**src/rtl/pipe_stage_reg.sv**
```systemverilog
// Elastic pipeline stage register: valid/ready handshake over a 2-entry skid buffer,
// with flush, control zeroing on bubbles and a saturating stall-cycle counter.
module pipe_stage_reg #(
  parameter int unsigned CTRL_W            = 8,
  parameter int unsigned DATA_W            = 96,
  parameter bit          CLR_DATA_ON_FLUSH = 1'b0,
  parameter int unsigned CNT_W             = 16
) (
  input  logic              clk,
  input  logic              rst,
  input  logic              flush,
  input  logic              in_valid,
  output logic              in_ready,
  input  logic [CTRL_W-1:0] in_ctrl,
  input  logic [DATA_W-1:0] in_data,
  output logic              out_valid,
  input  logic              out_ready,
  output logic [CTRL_W-1:0] out_ctrl,
  output logic [DATA_W-1:0] out_data,
  output logic [1:0]        occupancy,
  input  logic              clr_stats,
  output logic [CNT_W-1:0]  stall_cnt
);

  typedef enum logic [1:0] {
    StEmpty = 2'd0,
    StOne   = 2'd1,
    StFull  = 2'd2
  } state_e;

  state_e              state_q, state_d;
  logic                in_ready_q, in_ready_d;
  logic [CTRL_W-1:0]   main_ctrl_q, main_ctrl_d;
  logic [DATA_W-1:0]   main_data_q, main_data_d;
  logic [CTRL_W-1:0]   skid_ctrl_q, skid_ctrl_d;
  logic [DATA_W-1:0]   skid_data_q, skid_data_d;
  logic [CNT_W-1:0]    stall_q, stall_d;

  logic in_fire;
  logic out_fire;
  logic valid;

  assign valid    = (state_q != StEmpty);
  assign in_fire  = in_valid & in_ready_q;
  assign out_fire = valid & out_ready;

  always_comb begin
    state_d     = state_q;
    main_ctrl_d = main_ctrl_q;
    main_data_d = main_data_q;
    skid_ctrl_d = skid_ctrl_q;
    skid_data_d = skid_data_q;

    if (flush) begin
      // Flush overrides any handshake seen in the same cycle.
      state_d     = StEmpty;
      main_ctrl_d = '0;
      skid_ctrl_d = '0;
      if (CLR_DATA_ON_FLUSH) begin
        main_data_d = '0;
        skid_data_d = '0;
      end
    end else begin
      unique case (state_q)
        StEmpty: begin
          if (in_fire) begin
            main_ctrl_d = in_ctrl;
            main_data_d = in_data;
            state_d     = StOne;
          end
        end
        StOne: begin
          if (in_fire && out_fire) begin
            main_ctrl_d = in_ctrl;
            main_data_d = in_data;
          end else if (in_fire) begin
            skid_ctrl_d = in_ctrl;
            skid_data_d = in_data;
            state_d     = StFull;
          end else if (out_fire) begin
            state_d = StEmpty;
          end
        end
        StFull: begin
          if (out_fire) begin
            main_ctrl_d = skid_ctrl_q;
            main_data_d = skid_data_q;
            state_d     = StOne;
          end
        end
        default: state_d = StEmpty;
      endcase
    end
  end

  // Ready is a flop of next occupancy, so out_ready never reaches in_ready combinationally.
  assign in_ready_d = (state_d != StFull);

  always_comb begin
    stall_d = stall_q;
    if (clr_stats) begin
      stall_d = '0;
    end else if (valid && !out_ready && !(&stall_q)) begin
      stall_d = stall_q + 1'b1;
    end
  end

  always_ff @(posedge clk or negedge rst) begin
    if (!rst) begin
      state_q     <= StEmpty;
      in_ready_q  <= 1'b1;
      main_ctrl_q <= '0;
      main_data_q <= '0;
      skid_ctrl_q <= '0;
      skid_data_q <= '0;
      stall_q     <= '0;
    end else begin
      state_q     <= state_d;
      in_ready_q  <= in_ready_d;
      main_ctrl_q <= main_ctrl_d;
      main_data_q <= main_data_d;
      skid_ctrl_q <= skid_ctrl_d;
      skid_data_q <= skid_data_d;
      stall_q     <= stall_d;
    end
  end

  assign in_ready  = in_ready_q;
  assign out_valid = valid;
  assign out_ctrl  = valid ? main_ctrl_q : '0;
  assign out_data  = main_data_q;
  assign occupancy = state_q;
  assign stall_cnt = stall_q;

endmodule
```
**config.mk**
```make
export PLATFORM = sky130hd
export DESIGN_NAME = pipe_stage_reg
export DESIGN_NICKNAME = d
export VERILOG_FILES = /design/src/rtl/pipe_stage_reg.sv
export SDC_FILE = /design/constraint.sdc
export NUM_CORES = 1
export LEC_CHECK = 0
export CORE_MARGIN = 2
export CORE_UTILIZATION = 54
export CTS_CLUSTER_DIAMETER = 150
export DETAILED_ROUTE_END_ITERATION = 10
export PLACE_DENSITY_LB_ADDON = 0.05
export SYNTH_ARGS = -nofsm -noshare
export SYNTH_HDL_FRONTEND = slang
export SYNTH_SLANG_ARGS = --single-unit
```
**constraint.sdc**
```tcl
create_clock -name clk -period 4.96 [get_ports clk]
set_input_delay 1.24 -clock clk [delete_from_list [all_inputs] [get_ports clk]]
set_output_delay 1.24 -clock clk [all_outputs]
set_load 0.05 [all_outputs]
```
**Word level (Yosys, flattened, before mapping)**

Index checks and enable logic that the tools add are counted.

- Register bits after elaboration: 227
- Bits in latches: 0
- Bits in writable memories: 0
- Memory bits (read-only): 0
- Input bits: 110
- Output and inout bits: 124
- Memories kept: 0

- Add/sub/neg operators: 1
- $mul: 0
- Div/mod/pow operators: 0
- Order comparisons: 0
- Equality and inequality tests: 10
- Shift-type cells: 0
- Muxes and demuxes: 22
- Bitwise gates (word level): 4
- Reductions and logical operators: 17

Operators with widths:

| cell | number |
|---|---|
| two-way mux 96 bit | 3 |
| case mux 96 bit (3 select lines) | 1 |
| two-way mux 8 bit | 8 |
| two-way mux 16 bit | 2 |
| case mux 8 bit (3 select lines) | 1 |
| adder 16 x 1 -> 16 bit (second input constant) | 1 |
| AND reduction 16 bit | 1 |
| two-way mux 2 bit | 6 |
| != test 2 bit (second input constant) | 5 |
| != test 3 bit (second input constant) | 3 |
| AND reduction 4 bit | 2 |
| nonzero test 2 bit | 4 |
| case mux 2 bit (3 select lines) | 1 |
| AND reduction 5 bit | 1 |
| nonzero test 4 bit | 1 |
| logical AND 1 bit | 3 |
| AND reduction 3 bit | 1 |
| nonzero test 3 bit | 1 |
| AND 1 bit | 2 |
| equality test 2 x 1 -> 1 bit (second input constant) | 1 |
| equality test 2 bit (second input constant) | 1 |
| logical NOT 1 bit | 2 |
| logical NOT 2 bit | 1 |
| inverter 1 bit | 2 |

**Depth between registers and ports, before layout**

- Word-level depth: 8
- Gate-level depth with buffers: 7

**Worst setup path after synthesis**

No wires, ideal clock.

- Path type: register to output
- From: register state_q[1] (netlist: occupancy[1])
- To: output port out_ctrl[0]
- Arrival time: 1.806 ns
- Setup slack: 1.914 ns
- Stages on the path, launching flop included: 4
- Path buffers: 1
- Path through: dfrtp_1 -> buf_2 -> nor2_1 -> nor2b_1

- Word-level cells in the longest chain between the ends: 2

RTL lines:

| what | RTL line | source |
|---|---|---|
| start: declaration | 31 | `state_e state_q, state_d;` |
| start signal: assignment | 110 | `state_q <= StEmpty;` |
| start signal: assignment | 118 | `state_q <= state_d;` |
| nonzero test 2 bit | 43 | `assign valid = (state_q != StEmpty);` |
| two-way mux 8 bit | 130 | `assign out_ctrl = valid ? main_ctrl_q : '0;` |
| end: declaration | 18 | `output logic [CTRL_W-1:0] out_ctrl,` |

Every way passes these cells.

**Worst setup path after layout**

- From: register state_q[1] (netlist: occupancy[1])
- To: output port out_ctrl[5]

The elaborated chain is that of the path after synthesis.

==> run_results.csv <==
group,metric,value,unit
clock_tree,cts_resized,0,
worst_setup_path,cp.arrival,2.43,ns
yosys,synthXorXnorAreaFrac,0.0877,%
timing,finalHoldViolCount,0,
clock_tree,cts_tree,"done",
power_and_ir_drop,power_density,455,nW/um^2
worst_setup_path,worstPathMaxFanout,10,
timing,period_share,74.0,%
worst_setup_path,worstSetupPathType,"register to output port",
grt,track_usage,24.1,%
timing,worst_pin_slew,0.988,ns
route,wl_per_cell,18.8,um
timing,setup_viol_count_final,0,
finish,nNetsFinal,1137,
die,dieArea,19600,um^2
run,maxCapViolations,0,
worst_setup_path,critical_path_buf_inv_count,1,
run_status,status,"finished, final reports clean",
yosys,synth_mux_area_share,22.4,%
die,row_count,49,
route,totalWireLength,23900,um
place,dpl.hpwl,14600,um
yosys,synth_nets,928,
finish,area_growth,34.0,%
power_and_ir_drop,p_leak,0.00621,uW
grt,grt_pass1_vias,7331,
worst_setup_path,timing.rr.start,"occupancy[0]$_DFF_PN0_",
die,io_pins,234,
grt,antenna_found_initial,0,
route,via_per_inst,5.67,
yosys,yosysSeqAreaShare,56.9,%
grt,grt_pass1_wl,38800,um
clock_tree,holdBufCountCts,0,
yosys,yosys_warnings,0,
route,dr.pass1.iters,5,
worst_setup_path,startpoint_type,"register",
finish,multiInputGateArea,3980,um^2
timing,drv_slew,0,
worst_setup_path,worstRegToRegCells,4,
worst_setup_path,rrSetupSlack,2.50,ns
timing,slew_headroom,34.1,%
yosys,synth_top_family_by_area,"multiplexers",
route,route.detailed.drc,0,
place,place_congestion,0.770,
timing,setup_tns,0,ns
clock_tree,htree_levels,1,
worst_setup_path,r2r-end,"main_ctrl_q[7]$_DFFE_PN0P_",
clock_tree,clkLatencyLatePin,0.51,ns
die,coreArea,18000,um^2
yosys,yosys.area_share.adder,0.125,%
yosys,ys.flop_type,"dfrtp_1",
yosys,synth-simple-area-share,4.51,%
yosys,postSynthCellCount,817,
place,port_buffers,233,
worst_setup_path,cp_slowest_stage_delay,0.82,ns
die,die_h,140,um
worst_setup_path,crit_required,3.72,ns
yosys,synth_cell_types,53,
yosys,syn_area,9980,um^2
clock_tree,cts.clk_slew.worst_paths,0.06,ns
finish,drive_gt1_share,11.8,%
grt,grt_max_degree,101,
power_and_ir_drop,ir_drop,411,uV
timing,rsz0062_at_grt,"no",
min_path,worstHoldStart,"skid_data_q[76]$_DFFE_PN0P_",
die,initial_core_util,55.4,%
worst_setup_path,cp_top_family,"buffers and inverters",
min_path,min_path_cells,1,
timing,fin_skew,0.00925,ns
finish,register_area,5680,um^2
clock_tree,clock_sinks,227,
finish,antenna_cells,0,
min_path,hold_end,"skid_data_q[76]$_DFFE_PN0P_",
timing,max_freq,0.273,GHz
die,die_x,140,um
power_and_ir_drop,total_power,6090,uW
yosys,syn_avg_cell_area,12.2,um^2
clock_tree,cts_root_buf,"clkbuf_16",
clock_tree,cts_inserted_buffers,25,
route,drt_iter0_markers,393,
yosys,synth_seq_cells,227,
grt,overflow,0,
timing,layout_min_cycle_time,3.67,ns
min_path,hold_class,"register to register",
route,vias,7215,
clock_tree,max-clock-path-buffers,3,
worst_setup_path,crit_slowest_cell,"clkdlybuf4s50_1",
finish,nFillCells,1310,
route,ant_nets,0,
yosys,synth-compound-area-share,12.6,%
clock_tree,post-cts-setup-buffers,0,
worst_setup_path,crit_path_end_kind,"output port",
worst_setup_path,path_cells,"nor2_1 -> nor2b_1 -> clkdlybuf4s50_1",
yosys,synthArstFlopShare,100,%
yosys,synth-edff-count,0,
## kinds of logic (layout without fill, tap and decap cells)
logic type / Yosys count / count (layout)
buf+inv: 67 / 293
compound gates: 233 / 233
xor+xnor: 1 / 1
simple gates: 77 / 77
mux: 211 / 211
flops: 227 / 227
fa+ha+maj: 1 / 1
## stage by stage
stage / instance area [um^2] / cells / util [%] / hold WS (ns) / setup WS (ns)
finish: 13400 / 1272 / 74.2 / 0.482 / 1.29
global route: 13400 / 1272 / 74.2 / 0.499 / 1.15
CTS: 13400 / 1272 / 74.2 / 0.487 / 1.25
detailed placement: 12400 / 1228 / 68.9 / 0.474 / 1.53
global placement: 12400 / 1228 / 68.9 / 0.466 / 1.62
floorplan: 9980 / 817 / - / 0.457 / 1.91
## power by group
group | internal [uW] | switching [uW]
Clock | 1390 | 739
Combinational | 596 | 915
Sequential | 2250 | 194
Total | 4240 | 1850
## worst reg2reg max path, cell delays in order (launching register included)
cell	delay, ns
dfrtp_1	0.55
nand2b_4	0.83
buf_12	0.50
mux2i_1	0.19
a211oi_1	0.28
## routing by layer
metal | global-route usage (%) | up-vias | share of wire, %
met4 | 6.58 | 0 | 2.5
met3 | 7.25 | 42 | 7.7
met5 | 0 | - | 0
met1 | 33.0 | 3587 | 43
li1 | - | 3379 | -
met2 | 37.9 | 207 | 46
## final cells by class
class	count	area share (%)
Sequential cell	227	42.5
Tap cell	229	2.14
Timing Repair Buffer	243	18.3
Clock inverter	13	2.00
Inverter	6	0.168
Clock buffer	31	5.15
Multi-Input combinational cell	523	29.8
## how the worst max path moves through the flow
stage	start	endpoint	slack (ns)	depth (start not counted)
2_1_floorplan	occupancy[1]$_DFF_PN0_	out_ctrl[0]	1.91	3
3_3_place_gp	out_ready	out_data[85]$_DFFE_PN0P_	1.62	6
3_5_place_dp	out_ready	out_data[87]$_DFFE_PN0P_	1.53	6
4_1_cts	occupancy[1]$_DFF_PN0_	out_ctrl[5]	1.25	3
5_1_grt	occupancy[1]$_DFF_PN0_	out_ctrl[2]	1.15	3
6_report	occupancy[1]$_DFF_PN0_	out_ctrl[5]	1.29	3
## placed cells by master (no fill, tap or decap), types with 5 or more instances in the layout
| master | count |
|---|---|
| mux2_2 | 56 |
| inv_1 | 6 |
| or3_1 | 5 |
| clkdlybuf4s50_1 | 231 |
| a21oi_1 | 12 |
| mux2i_1 | 113 |
| o21ai_1 | 30 |
| o21ai_0 | 168 |
| buf_4 | 8 |
| nor2_1 | 23 |
| bufinv_16 | 8 |
| dfrtp_1 | 226 |
| clkbuf_16 | 25 |
| nor2b_1 | 9 |
| nand3_1 | 7 |
| a211oi_1 | 9 |
| mux2_1 | 42 |
## state kept, by name (all words and copies together), names as in the netlist
register / count
main_ctrl_q: 8
in_ready: 1
occupancy: 2
out_data: 96
skid_ctrl_q: 8
skid_data_q: 96
stall_cnt: 16
## Yosys cell counts (all sizes together) (2+ instances only)
cell type	number	share of area (%)
dfrtp	226	57
o21ai	198	9.9
mux2i	113	11
mux2	98	11
clkbuf	31	1.2
buf	30	1.9
nor2	24	0.93
a21oi	12	0.60
nor2b	10	0.70
a211oi	9	0.68
nand3	7	0.35
inv	6	0.23
nand4	5	0.46
nor3	5	0.30
or3	5	0.31
nand2	4	0.15
nor4	4	0.31
o31ai	3	0.36
or4	3	0.23
nand2b	2	0.15
nand3b	2	0.15
o21bai	2	0.26
o31a	2	0.18
(Power assumes the default switching activity.)
